## src/rtl/tempsense_result_tx_pkg.sv

```systemverilog
// Shared constants for the temperature-result UART transmitter: TX state encoding,
// byte markers and 8N1 frame constants.
package tempsense_result_tx_pkg;

  localparam logic [1:0] StIdle  = 2'd0;
  localparam logic [1:0] StStart = 2'd1;
  localparam logic [1:0] StData  = 2'd2;
  localparam logic [1:0] StStop  = 2'd3;

  // Bit 7 of each packet byte tells the logger which half of the packet it is.
  localparam logic MarkA = 1'b1;
  localparam logic MarkB = 1'b0;

  localparam logic StartBit = 1'b0;
  localparam logic StopBit  = 1'b1;
  localparam int unsigned DataBits = 8;

  function automatic logic [7:0] pack_byte(input logic mark, input logic [6:0] payload);
    return {mark, payload};
  endfunction

endpackage

```

## src/rtl/tempsense_result_tx_uart_tx_8n1.sv

```systemverilog
// Single-byte 8N1 serialiser, LSB first, with a registered line output.
// A load during the last stop-bit cycle chains the next byte with no idle gap.
module uart_tx_8n1
  import tempsense_result_tx_pkg::*;
#(
  parameter int unsigned CLKS_PER_BIT = 1
) (
  input  logic       clk,
  input  logic       reset,
  input  logic [7:0] data,
  input  logic       load,
  output logic       tx,
  output logic       busy,
  output logic       done
);

  localparam int unsigned DivW = (CLKS_PER_BIT > 1) ? $clog2(CLKS_PER_BIT) : 1;

  logic [1:0]      state_q, state_d;
  logic [DivW-1:0] div_q, div_d;
  logic [2:0]      bit_q, bit_d;
  logic [7:0]      shreg_q, shreg_d;
  logic            tx_q, tx_d;
  logic            bit_end;

  always_comb begin
    state_d = state_q;
    div_d   = div_q;
    bit_d   = bit_q;
    shreg_d = shreg_q;
    tx_d    = tx_q;
    done    = 1'b0;
    bit_end = (div_q == DivW'(CLKS_PER_BIT - 1));

    if (state_q != StIdle) begin
      div_d = bit_end ? '0 : div_q + 1'b1;
    end

    case (state_q)
      StIdle: begin
        if (load) begin
          state_d = StStart;
          shreg_d = data;
          tx_d    = StartBit;
          div_d   = '0;
        end
      end
      StStart: begin
        if (bit_end) begin
          state_d = StData;
          bit_d   = '0;
          tx_d    = shreg_q[0];
        end
      end
      StData: begin
        if (bit_end) begin
          if (bit_q == 3'(DataBits - 1)) begin
            state_d = StStop;
            tx_d    = StopBit;
          end else begin
            bit_d   = bit_q + 3'd1;
            shreg_d = shreg_q >> 1;
            tx_d    = shreg_q[1];
          end
        end
      end
      StStop: begin
        if (bit_end) begin
          done = 1'b1;
          if (load) begin
            state_d = StStart;
            shreg_d = data;
            tx_d    = StartBit;
          end else begin
            state_d = StIdle;
            tx_d    = StopBit;
          end
        end
      end
      default: begin
        state_d = StIdle;
        tx_d    = StopBit;
      end
    endcase
  end

  always_ff @(posedge clk) begin
    if (reset) begin
      state_q <= StIdle;
      div_q   <= '0;
      bit_q   <= '0;
      shreg_q <= '0;
      tx_q    <= StopBit;
    end else begin
      state_q <= state_d;
      div_q   <= div_d;
      bit_q   <= bit_d;
      shreg_q <= shreg_d;
      tx_q    <= tx_d;
    end
  end

  assign tx   = tx_q;
  assign busy = (state_q != StIdle);

endmodule

```

## src/rtl/tempsense_result_tx.sv

```systemverilog
// Temperature-result consumer: boxcar average, min/max tracking and a two-byte
// UART packet {raw, average} per measurement, with a sticky overrun flag.
module tempsense_result_tx
  import tempsense_result_tx_pkg::*;
#(
  parameter int unsigned N_RES        = 6,
  parameter int unsigned AVG_LOG2     = 2,
  parameter int unsigned CLKS_PER_BIT = 1
) (
  input  logic             clk,
  input  logic             reset,
  input  logic [N_RES-1:0] i_res,
  input  logic             i_res_valid,
  input  logic             i_clr_minmax,
  output logic [N_RES-1:0] o_avg,
  output logic [N_RES-1:0] o_min,
  output logic [N_RES-1:0] o_max,
  output logic             o_tx,
  output logic             o_busy,
  output logic             o_overrun
);

  localparam int unsigned Depth = 1 << AVG_LOG2;
  localparam int unsigned SumW  = N_RES + AVG_LOG2;

  logic [N_RES-1:0] win_q [Depth];
  logic [N_RES-1:0] win_d [Depth];
  logic [SumW-1:0]  sum_q, sum_d;
  logic             filled_q, filled_d;
  logic [N_RES-1:0] avg_q, avg_d;
  logic [N_RES-1:0] min_q, min_d;
  logic [N_RES-1:0] max_q, max_d;
  logic             ovr_q, ovr_d;
  logic             sel_q, sel_d;
  logic [7:0]       byte_b_q, byte_b_d;

  logic             accept;
  logic             tx_load;
  logic [7:0]       tx_data;
  logic             tx_line;
  logic             tx_busy;
  logic             tx_done;

  // Moving average: the first sample after reset fills the whole window so the
  // average starts at the sample value instead of ramping up from zero.
  always_comb begin
    win_d    = win_q;
    sum_d    = sum_q;
    filled_d = filled_q;
    avg_d    = avg_q;
    if (i_res_valid) begin
      if (!filled_q) begin
        for (int i = 0; i < Depth; i++) begin
          win_d[i] = i_res;
        end
        sum_d    = SumW'(i_res) << AVG_LOG2;
        filled_d = 1'b1;
      end else begin
        sum_d = sum_q - SumW'(win_q[Depth-1]) + SumW'(i_res);
        for (int i = Depth - 1; i > 0; i--) begin
          win_d[i] = win_q[i-1];
        end
        win_d[0] = i_res;
      end
      avg_d = N_RES'(sum_d >> AVG_LOG2);
    end
  end

  always_comb begin
    min_d = min_q;
    max_d = max_q;
    if (i_res_valid && i_clr_minmax) begin
      min_d = i_res;
      max_d = i_res;
    end else if (i_clr_minmax) begin
      min_d = '1;
      max_d = '0;
    end else if (i_res_valid) begin
      min_d = (i_res < min_q) ? i_res : min_q;
      max_d = (i_res > max_q) ? i_res : max_q;
    end
  end

  // Packet sequencing: byte A is loaded on acceptance, byte B on the done pulse
  // that ends byte A, so the two frames run back to back.
  always_comb begin
    accept   = i_res_valid && !tx_busy;
    ovr_d    = ovr_q || (i_res_valid && tx_busy);
    sel_d    = sel_q;
    byte_b_d = byte_b_q;
    tx_load  = 1'b0;
    tx_data  = byte_b_q;
    if (accept) begin
      tx_load  = 1'b1;
      tx_data  = pack_byte(MarkA, 7'(i_res));
      byte_b_d = pack_byte(MarkB, 7'(avg_d));
      sel_d    = MarkA;
    end else if (tx_done && (sel_q == MarkA)) begin
      tx_load = 1'b1;
      tx_data = byte_b_q;
      sel_d   = MarkB;
    end
  end

  always_ff @(posedge clk) begin
    if (reset) begin
      for (int i = 0; i < Depth; i++) begin
        win_q[i] <= '0;
      end
      sum_q    <= '0;
      filled_q <= 1'b0;
      avg_q    <= '0;
      min_q    <= '1;
      max_q    <= '0;
      ovr_q    <= 1'b0;
      sel_q    <= MarkB;
      byte_b_q <= '0;
    end else begin
      win_q    <= win_d;
      sum_q    <= sum_d;
      filled_q <= filled_d;
      avg_q    <= avg_d;
      min_q    <= min_d;
      max_q    <= max_d;
      ovr_q    <= ovr_d;
      sel_q    <= sel_d;
      byte_b_q <= byte_b_d;
    end
  end

  uart_tx_8n1 #(
    .CLKS_PER_BIT(CLKS_PER_BIT)
  ) u_uart (
    .clk  (clk),
    .reset(reset),
    .data (tx_data),
    .load (tx_load),
    .tx   (tx_line),
    .busy (tx_busy),
    .done (tx_done)
  );

  assign o_avg     = avg_q;
  assign o_min     = min_q;
  assign o_max     = max_q;
  assign o_tx      = tx_line;
  assign o_busy    = tx_busy;
  assign o_overrun = ovr_q;

endmodule

```

## config.mk

```make
export PLATFORM = sky130hd
export DESIGN_NAME = tempsense_result_tx
export DESIGN_NICKNAME = d
export VERILOG_FILES = /design/src/rtl/tempsense_result_tx_pkg.sv /design/src/rtl/tempsense_result_tx_uart_tx_8n1.sv /design/src/rtl/tempsense_result_tx.sv
export SDC_FILE = /design/constraint.sdc
export NUM_CORES = 1
export LEC_CHECK = 0
export ABC_AREA = 1
export CORE_MARGIN = 4
export CORE_UTILIZATION = 50
export DETAILED_ROUTE_END_ITERATION = 8
export GPL_ROUTABILITY_DRIVEN = 0
export HOLD_SLACK_MARGIN = 0.02
export PLACE_DENSITY = 0.78
export SLEW_MARGIN = 30
export SYNTH_ARGS = -nofsm -noshare
export SYNTH_HDL_FRONTEND = slang
export SYNTH_SLANG_ARGS = --single-unit
export TNS_END_PERCENT = 10
```

## constraint.sdc

```tcl
create_clock -name clk -period 3.1 [get_ports clk]
set_input_delay 0.775 -clock clk [delete_from_list [all_inputs] [get_ports clk]]
set_output_delay 0.775 -clock clk [all_outputs]
set_load 0.02 [all_outputs]
```

==> results summary, run 1 <==
Of all nets on the critical path, the largest fanout is 4. The post-route clock skew came out at 0.00667 ns. The startpoint-to-endpoint class of the critical path is in -> reg. The DRC violation total after the first TritonRoute iteration came out at 242.

The iteration count of the initial detailed-routing pass came out at 7. Entering global routing, the biggest net connects 45 pins. The via count came out at 3597. The sequential fraction of design power is 0.407. The final critical delay including setup and external delays came out at between 2 and 3 ns. Of the total power, combinational logic draws 0.324. The cell with the biggest individual delay on the critical path is fa_1.

The completed layout was analyzed and its total power is 2.78 mW. The met3 routing resource usage after global routing is 0.0434. At the worst endpoint, the required time is between 3 and 4 ns. The number of warnings issued by yosys is 0. The total number of nets in the final design came out at 624. The per-instance average area after synthesis came out at ~7.1 sq um. The library cell used most frequently in the layout, excluding fill and tap cells, is nand2_1. The fraction of synthesis flops using an asynchronous set or reset pin came out at 0. The net switching power figure is between 0.9 and 1 mW. The busiest metal layer after global routing is met2. The number of enable-type register cells in the synthesized netlist came out at 0. The number of antenna violations at the first check in global routing came out at 0. The number of hold-repair buffers added at the cts stage came out at 0. For met2 alone, demand over resource in global routing was 0.371. The number of primary I/O pins came out at 31. The number of global-route vias before repair is ~3400.

The worst setup path is captured at a flip-flop. The slew at the pin closest to its max-slew limit is 0.481 ns. Summed over all instances, the cell type with the most area after synthesis is dfxtp_1. For this run, the total global-route usage over all layers was measured as 0.214. TritonCTS built the clock tree. The number of antenna diodes in the final layout is 0. The most repeated library cell on the critical path is inv_1. The mean routed wirelength per cell came out at 13.4 microns.

Clock-pin slew was measured on the worst setup and hold paths at 0.07 ns. The critical path's largest stage delay is 0.53 ns. The fraction of met1 tracks used by global routing is 0.267. The die area is slightly above 9000 sq um. The launching element type of the critical path is a primary input. In the layout the commonest cells are 144 x nand2_1, 86 x inv_1, 74 x dfxtp_1, 39 x a21oi_1, 37 x nand3_1. The relative slew slack came out at 0.679. Ranked by total cell area, the synthesized netlist is headed by dfxtp_1 39%, nand2_1 14%, inv_1 8.5%, ha_1 8.2%, a21oi_1 5.1%.

Internal power comes to 1.81 mW. For the worst-skew pair, the clock arrives at the later sink with an insertion delay of 0.35 ns. The root buffer cell is clkbuf_8. The switching power share of the total is 0.349. The routed wire length is 9230 microns. The run finished with clean final reports. In this run the cell area of the synthesized design comes to between 3000 and 4000 sq um. The number of H-tree levels came out at 3. The total area inside the core boundary comes to 7330 sq um. In this run the remaining antenna-violating nets after routing total 0. The signal on the critical path passes through clkdlybuf4s50_1, inv_1, fa_1, inv_1, ha_1, or2_2, nand3_1, nand2_1, o21ai_1, a21oi_1, or2_1, inv_1. The number of sinks driven by the clock tree came out at 74.

Among cell families on the critical path, the largest total delay comes from adder cells. The number of cell rows is 31. The relative contribution of the clock network to total power is 0.269.

The total placed cells including tap cells is 671. Across the VDD grid, the largest voltage drop is around 0.32 mV. The wire length of the first global-routing pass came out at 15300 microns.

The die boundary height is roughly 95 microns. The max-slew violation total from the final report came out at 0. The global-route congestion overflow total came out at 0. The number of buffers inserted by port buffering is 30.

The top flip-flop cell by instance count after synthesis is dfxtp_1. For this run, design rule violations remaining after detail routing come to 0. The total power density per cell area is 615 nW/um^2. The starting utilization of the core area came out at 0.521. The number of flip-flops and latches in the synthesized netlist came out at 74. The portion of the clock cycle consumed by the worst path in the final layout is 0.940. The data arrival at the endpoint of the critical path is 3.21 ns. The post-synthesis cell type count is 30.

The highest clock rate came out at 0.343 GHz. The floorplan die width is 95.4 microns. The layout-stage area growth over the synthesis result came out at 18.2%.

The count of final hold-check violations came to 0. The synthesized netlist cell count came out at 539. The share of post-route cells with drive strength above 1 is 0.0765. The number of clock buffers inserted by TritonCTS is 9. The share of synthesized area in the top cell type comes to 0.388. The estimated wirelength of the detail-placed design is 6780 microns. The leakage power came out at 2.17 nW.

The number of buffers and inverters on the critical path is 4. When the netlist entered floorplanning its net count stood at 580. The final non-filler cell total came out at 687. Across the run, the number of max-cap violations was 0. Dividing the detail-routed via count by the number of cells gives 5.24. The maximum count of clock buffers along a single path is 2. Setup repair after global routing left no endpoint under its margin. Of the synthesized area, sequential elements account for 0.388. The path class of the tightest hold or removal check is reg -> reg. The number of endpoints failing setup at the final stage is 0.
## per-layer routing
layer,vias up,part of all wire
li1,1798,-
met1,1666,0.43
met2,122,0.49
met3,11,0.066
met4,0,0.012
met5,-,0
## final timing paths
path | from | end | slack [ns] | cells past startpoint
worst max-delay path | i_res[2] | o_avg[1] | 0.19 | 12
worst min-delay path | u_uart.shreg_q[3] | u_uart.shreg_q[3] | 0.45 | 2
worst max register to register | sum_q[2] | o_avg[1] | 0.89 | 11
worst min register to register | u_uart.shreg_q[3] | u_uart.shreg_q[3] | 0.45 | 2
## power by group through the flow
stage               Sequential [mW]  Combinational (mW)  Clock (mW)
floorplan                      1.17               0.593           0
global placement               1.15               0.859           0
detailed placement             1.15               0.889           0
CTS                            1.13               0.895       0.765
global route                   1.14                1.02       0.803
finish                         1.13               0.899       0.747
## flip-flops by register name (all words and copies together), names as in the netlist
| register | count |
|---|---|
| sum_q | 8 |
| filled_q | 1 |
| sel_q | 1 |
| o_avg | 6 |
| win_q | 24 |
| u_uart.shreg_q | 8 |
| o_overrun | 1 |
| o_min | 6 |
| byte_b_q | 6 |
| u_uart.state_q | 2 |
| u_uart.bit_q | 3 |
| u_uart.tx | 1 |
| u_uart.div_q | 1 |
| o_max | 6 |
## layout make-up
cell class              count  area, sq um
inverters                  90          338
repair buffers             51          458
flip-flops and latches     74         1480
clock inverters             5         53.8
fillers                   656         2820
multi-input cells         357         1920
well taps                  99          124
clock buffers              11          141
## logic make-up after synthesis
group	Yosys count	share of synthesized area
adders and majority gates	31	0.113
and+or+nand+nor	224	0.241
buffers and inverters	108	0.110
DFF	74	0.388
xor gates and xnor gates	1	0.00229
AOI/OAI and AO/OA	101	0.146
## worst register-to-register path: stages (launching register included)
cell and delay (ns):
dfxtp_1 0.33, inv_1 0.06, fa_1 0.47, inv_1 0.04
ha_1 0.30, or2_2 0.32, nand3_1 0.09, nand2_1 0.05
o21ai_1 0.19, a21oi_1 0.06, or2_1 0.20, inv_1 0.05
## cells in the mapped netlist, types with 2 or more instances
cell,count
inv_2,2
o211ai_1,2
nand2_1,144
clkinv_1,2
nand3_1,37
o21ai_0,33
dfxtp_1,74
a31oi_1,19
clkbuf_1,14
o21ai_1,3
inv_1,86
nor2_1,32
ha_1,25
nand3b_1,2
or2_2,3
nor3_1,2
a21boi_0,2
fa_1,6
a21oi_1,39
buf_2,2
## metrics by stage
step                worst slack, ns  TNS [ns]  hold WS, ns   util  cell area [sq um]
finish                        0.186         0        0.454  0.616               4520
global route                 0.0343         0        0.482  0.616               4520
CTS                           0.171         0        0.457  0.616               4520
detailed placement           -0.200     -1.69        0.445  0.589               4320
global placement             -0.133    -0.953        0.437  0.589               4320
floorplan                     0.484         0        0.423      -               3820
## what timing repair did
action,4_1_cts,5_1_grt
resized for setup,0,1
endpoints found under the setup margin,0,1
buffers inserted,0,0
(Power assumes the default switching activity.)
==> run 2, diff against run 1 <==
--- a/config.mk
+++ b/config.mk
@@ -15,5 +15,6 @@
 export SLEW_MARGIN = 30
 export SYNTH_ARGS = -nofsm -noshare
 export SYNTH_HDL_FRONTEND = slang
+export SYNTH_HIERARCHICAL = 1
 export SYNTH_SLANG_ARGS = --single-unit
 export TNS_END_PERCENT = 10
==> run 2 against run 1 <==
  * Global-route usage down 0.95 points
  * Clock skew up 0.0036 ns
  * Non-clock buffer count down 3
  * Clock-buffer cell count unchanged
  * Synthesized area up 6.2%
  * Sequential cell count unchanged
  * Power up 17%
  * Clock power up 12%
  * Wire length up 2.2%
  * Worst hold slack better by 0.014 ns
  * Cell count up 5.2%
  * Die area up 5.7%
  * Largest cell class unchanged
  * Largest power group is now combinational logic
==> results summary, run 2 <==
The clock-pin slew of the registers on the worst-case setup and hold paths is 0.08 ns (about the same). The mean routed wirelength per cell came out at 13.0 microns (-2.8%). Leaving out fill and tap cells, the most frequent cells in the layout are 146 x nand2_1, 79 x inv_1, 74 x dfxtp_1, 44 x nand3_1, 43 x nor2_1.

The number of H-tree levels came out at 3 (unchanged). The netlist area before placement is 4060 sq um (+6.2%). The number of warnings issued by yosys is 6 (+6). The routed wire length is 9440 microns (+2.2%). The layout-stage area growth over the synthesis result came out at 17.3%. The data arrival at the endpoint of the critical path came out at 3.20 ns (about the same).

The number of maximum-capacitance violations is 0 (unchanged). The share of the core filled with cells is 0.609 (-0.00668). The number of hold-repair buffers added at the cts stage came out at 0 (unchanged). The remaining antenna violation count is 0 (unchanged).

The data required time at the worst endpoint was 3.38 ns (-0.02 ns). The number of buffer and inverter instances along the worst setup path came out at 3 (-1). The via count came to 3734 (+3.8%). The most common cell in the synthesized netlist is nand2_1.

The worst setup path is launched from a primary input. The antenna diode instance count came out at 0 (unchanged). The synthesized netlist cell count came out at 573 (+6.3%). Setup repair after global routing left no endpoint under its margin. The maximum count of clock buffers along a single path came out at 2 (unchanged).

The maximum fanout along the worst path is 4 (unchanged). The post-CTS setup buffer count is 0 (unchanged). The number of primary I/O pins came out at 31 (unchanged). STA classifies the critical path endpoint as a flip-flop. The wire length of the first global-routing pass is 16400 microns (+7.2%). The biggest area contributor in the post-synthesis netlist is dfxtp_1.

The number of antenna violations at the first check in global routing came to 0 (unchanged). The largest registers in the layout are win_q (24), sum_q (8), u_uart/shreg_q (8). The number of buffers inserted by port buffering came to 30 (unchanged). The floorplan die width came out at 98.1 microns (+2.8%).

Traced cell by cell, the critical path runs through clkdlybuf4s50_1, inv_1, fa_1, inv_1, ha_1, nand2_1, nand2_1, a21oi_1, nand2_1, nand2_1, nand3_2, nand2_1, nand2_1, a21oi_2. The post-synthesis cell type count came to 38 (+27%). The reg-to-reg setup timing slack came out at 0.90 ns (about the same). The number of clock buffers inserted by TritonCTS is 9 (unchanged). The highest clock rate is 0.342 GHz (-0.33%).

The number of endpoints failing setup at the final stage came out at 0 (unchanged). The core area came out at 7810 sq um (+6.5%). The per-instance average area after synthesis is 7.08 sq um (-0.11%). The cell with the biggest individual delay on the critical path is fa_1. The maximum resistive drop on vdd is 0.481 mV (+51%).

The number of flip-flops and latches in the synthesized netlist is 74 (unchanged). The portion of the clock cycle consumed by the worst path in the final layout is 0.943 (+0.00315). The number of flip-flops in the largest register came to 24 (unchanged). In this run the worst hold path is classified as reg -> reg. The fraction of synthesis flops using an asynchronous set or reset pin came out at 0 (unchanged).

The overall track demand over capacity in global routing was 0.204 (-0.00949). The post-synthesis net count was 617 (+6.4%). For this run, the leading register cell type out of synthesis is dfxtp_1. The post-route clock skew is 0.0102 ns (+0.00357 ns). The area of all placed cells without fillers is 4760 sq um (+5.3%). The number of enable-type register cells in the synthesized netlist is 0 (unchanged). The post-route DRC violation count was 0 (unchanged). The total power density per cell area came to 685 nW/um^2 (+11%). The starting utilization of the core area came out at 0.520 (-0.00153). The run finished with clean final reports. The pin count of the biggest net entering global routing came to 35 (-22%). The max-slew violation total from the final report is 0 (unchanged). The DRC violation total after the first TritonRoute iteration came out at 325 (+34%).

The ratio of routed vias to standard cells came out at 5.16 (-1.4%). By count the netlist is led by 146 x nand2_1, 79 x inv_1, 74 x dfxtp_1. The post-cts sizing count came out at 0 (unchanged). The clock insertion delay at the later pin of the skew report came to 0.35 ns (about the same).

The area fraction of the dominant cell type after synthesis is 0.365 (-0.0226). The total number of nets in the final design came out at 660 (+5.8%). The number of global-route vias before repair came out at 3646 (+8.4%). Sorting the synthesized cells by area gives the leading types as dfxtp_1 37%, nand2_1 14%, ha_1 8.6%, inv_1 7.3%, nand3_1 5.4%. The TritonCTS clock tree is done. Leaving out fill and tap cells, the most frequent cell in the layout is nand2_1.

Counting stages on the worst path, the most repeated cell is nand2_1. The number of sinks driven by the clock tree is 74 (unchanged). The global-route congestion overflow total came out at 0 (unchanged).

The count of final hold-check violations is 0 (unchanged). The slew at the pin closest to its max-slew limit came out at 0.682 ns (+0.201 ns). The startpoint of the worst hold path is sum_q[0]. The relative slew slack is 0.545 (-0.134). Counting flops per register, the top entry is win_q. The number of cell rows is 32 (+3.2%). The register area share after synthesis came out at 0.365 (-0.0226). The iteration count of the initial detailed-routing pass came to 5 (-2). The share of post-route cells with drive strength above 1 is 0.108 (+0.0314). The post-placement cell area is 4540 sq um (+5.0%).

In this run the clock root is driven by a clkbuf_8. The leakage power came to 2.25 nW (+3.6%). The final critical delay including setup and external delays is 2.92 ns (+0.00978 ns). The worst register-to-register path begins at sum_q[2]. The estimated wirelength of the detail-placed design is 6820 microns (+0.61%). The die area is 9620 sq um (+5.7%). The startpoint-to-endpoint class of the critical path is in -> reg. The most critical setup path has its startpoint at i_res[4]. Grouping stages by cell kind, the critical path spends the most delay in adder cells.

The critical path's largest stage delay was 0.54 ns (about the same). The die boundary height is 98.1 microns (+2.8%).
-- run 2: cell types whose count changed after synthesis, moves of 6 or more --
cell      previous run  this run
clkbuf_1            14         6
clkinv_1             2        11
inv_1               86        79
nand2_2              1         7
nand3_1             37        44
nor2_1              32        43
nor2_2               0         8
o21ai_0             33        13
o21ai_1              3        14
-- run 2: power by group --
| group | leakage [nW] | switching, mW | total, mW | internal [mW] |
|---|---|---|---|---|
| Clock | 0.109 | 0.362 | 0.835 | 0.473 |
| Sequential | 0.609 | 0.0800 | 1.16 | 1.08 |
| Combinational | 1.53 | 0.789 | 1.26 | 0.469 |
-- run 2: area by class of cell --
| class | instances | area (sq um) |
|---|---|---|
| Timing Repair Buffer | 48 | 435 |
| Inverter | 97 | 369 |
| Clock inverter | 5 | 77.6 |
| Fill cell | 675 | 3050 |
| Sequential cell | 74 | 1480 |
| Tap cell | 102 | 128 |
| Multi-Input combinational cell | 386 | 2120 |
| Clock buffer | 11 | 141 |
-- run 2: through the flow --
stage	cells	power [mW]	hold WS, ns	TNS, ns	setup slack (ns)
3_5_place_dp	707	2.42	0.457	-0.724	-0.113
6_report	723	3.26	0.468	0	0.176
3_3_place_gp	707	2.37	0.450	-0.296	-0.0825
4_1_cts	723	3.26	0.468	0	0.227
5_1_grt	723	3.48	0.483	0	0.0514
2_1_floorplan	573	2.10	0.433	0	0.556
-- run 2: worst reg2reg max path, cell delays in order (launching register included) --
cell     delay, ns
dfxtp_1       0.32
inv_1         0.06
fa_1          0.47
inv_1         0.05
ha_1          0.33
or2_4         0.27
nand3_2       0.08
nand2_2       0.05
o21ai_2       0.20
a21oi_1       0.06
or2_1         0.22
inv_1         0.05
-- run 2: kinds of logic (layout without fill, tap and decap cells) --
kind of cell,count (synthesis),in the layout,synth area share
DFF,74,74,0.365
other,1,1,0.000924
adders and majority gates,34,34,0.116
xor gates and xnor gates,1,1,0.00216
AOI/OAI and AO/OA,88,88,0.122
buffers and inverters,113,161,0.111
and+or+nand+nor,262,262,0.283
-- run 2: path summary, 6_finish.rpt --
kind                 end  depth (start not counted)
max          byte_b_q[5]                         14
min             sum_q[0]                          2
max reg2reg     o_avg[1]                         11
min reg2reg     sum_q[0]                          2
-- run 2: metal layers --
metal  global-route usage  vias to the layer above  wire, microns
li1                     -                     1899              -
met1                0.264                     1714           4260
met2                0.338                       99           4470
met3               0.0386                       22            437
met4               0.0777                        0            265
met5                    0                        -              0
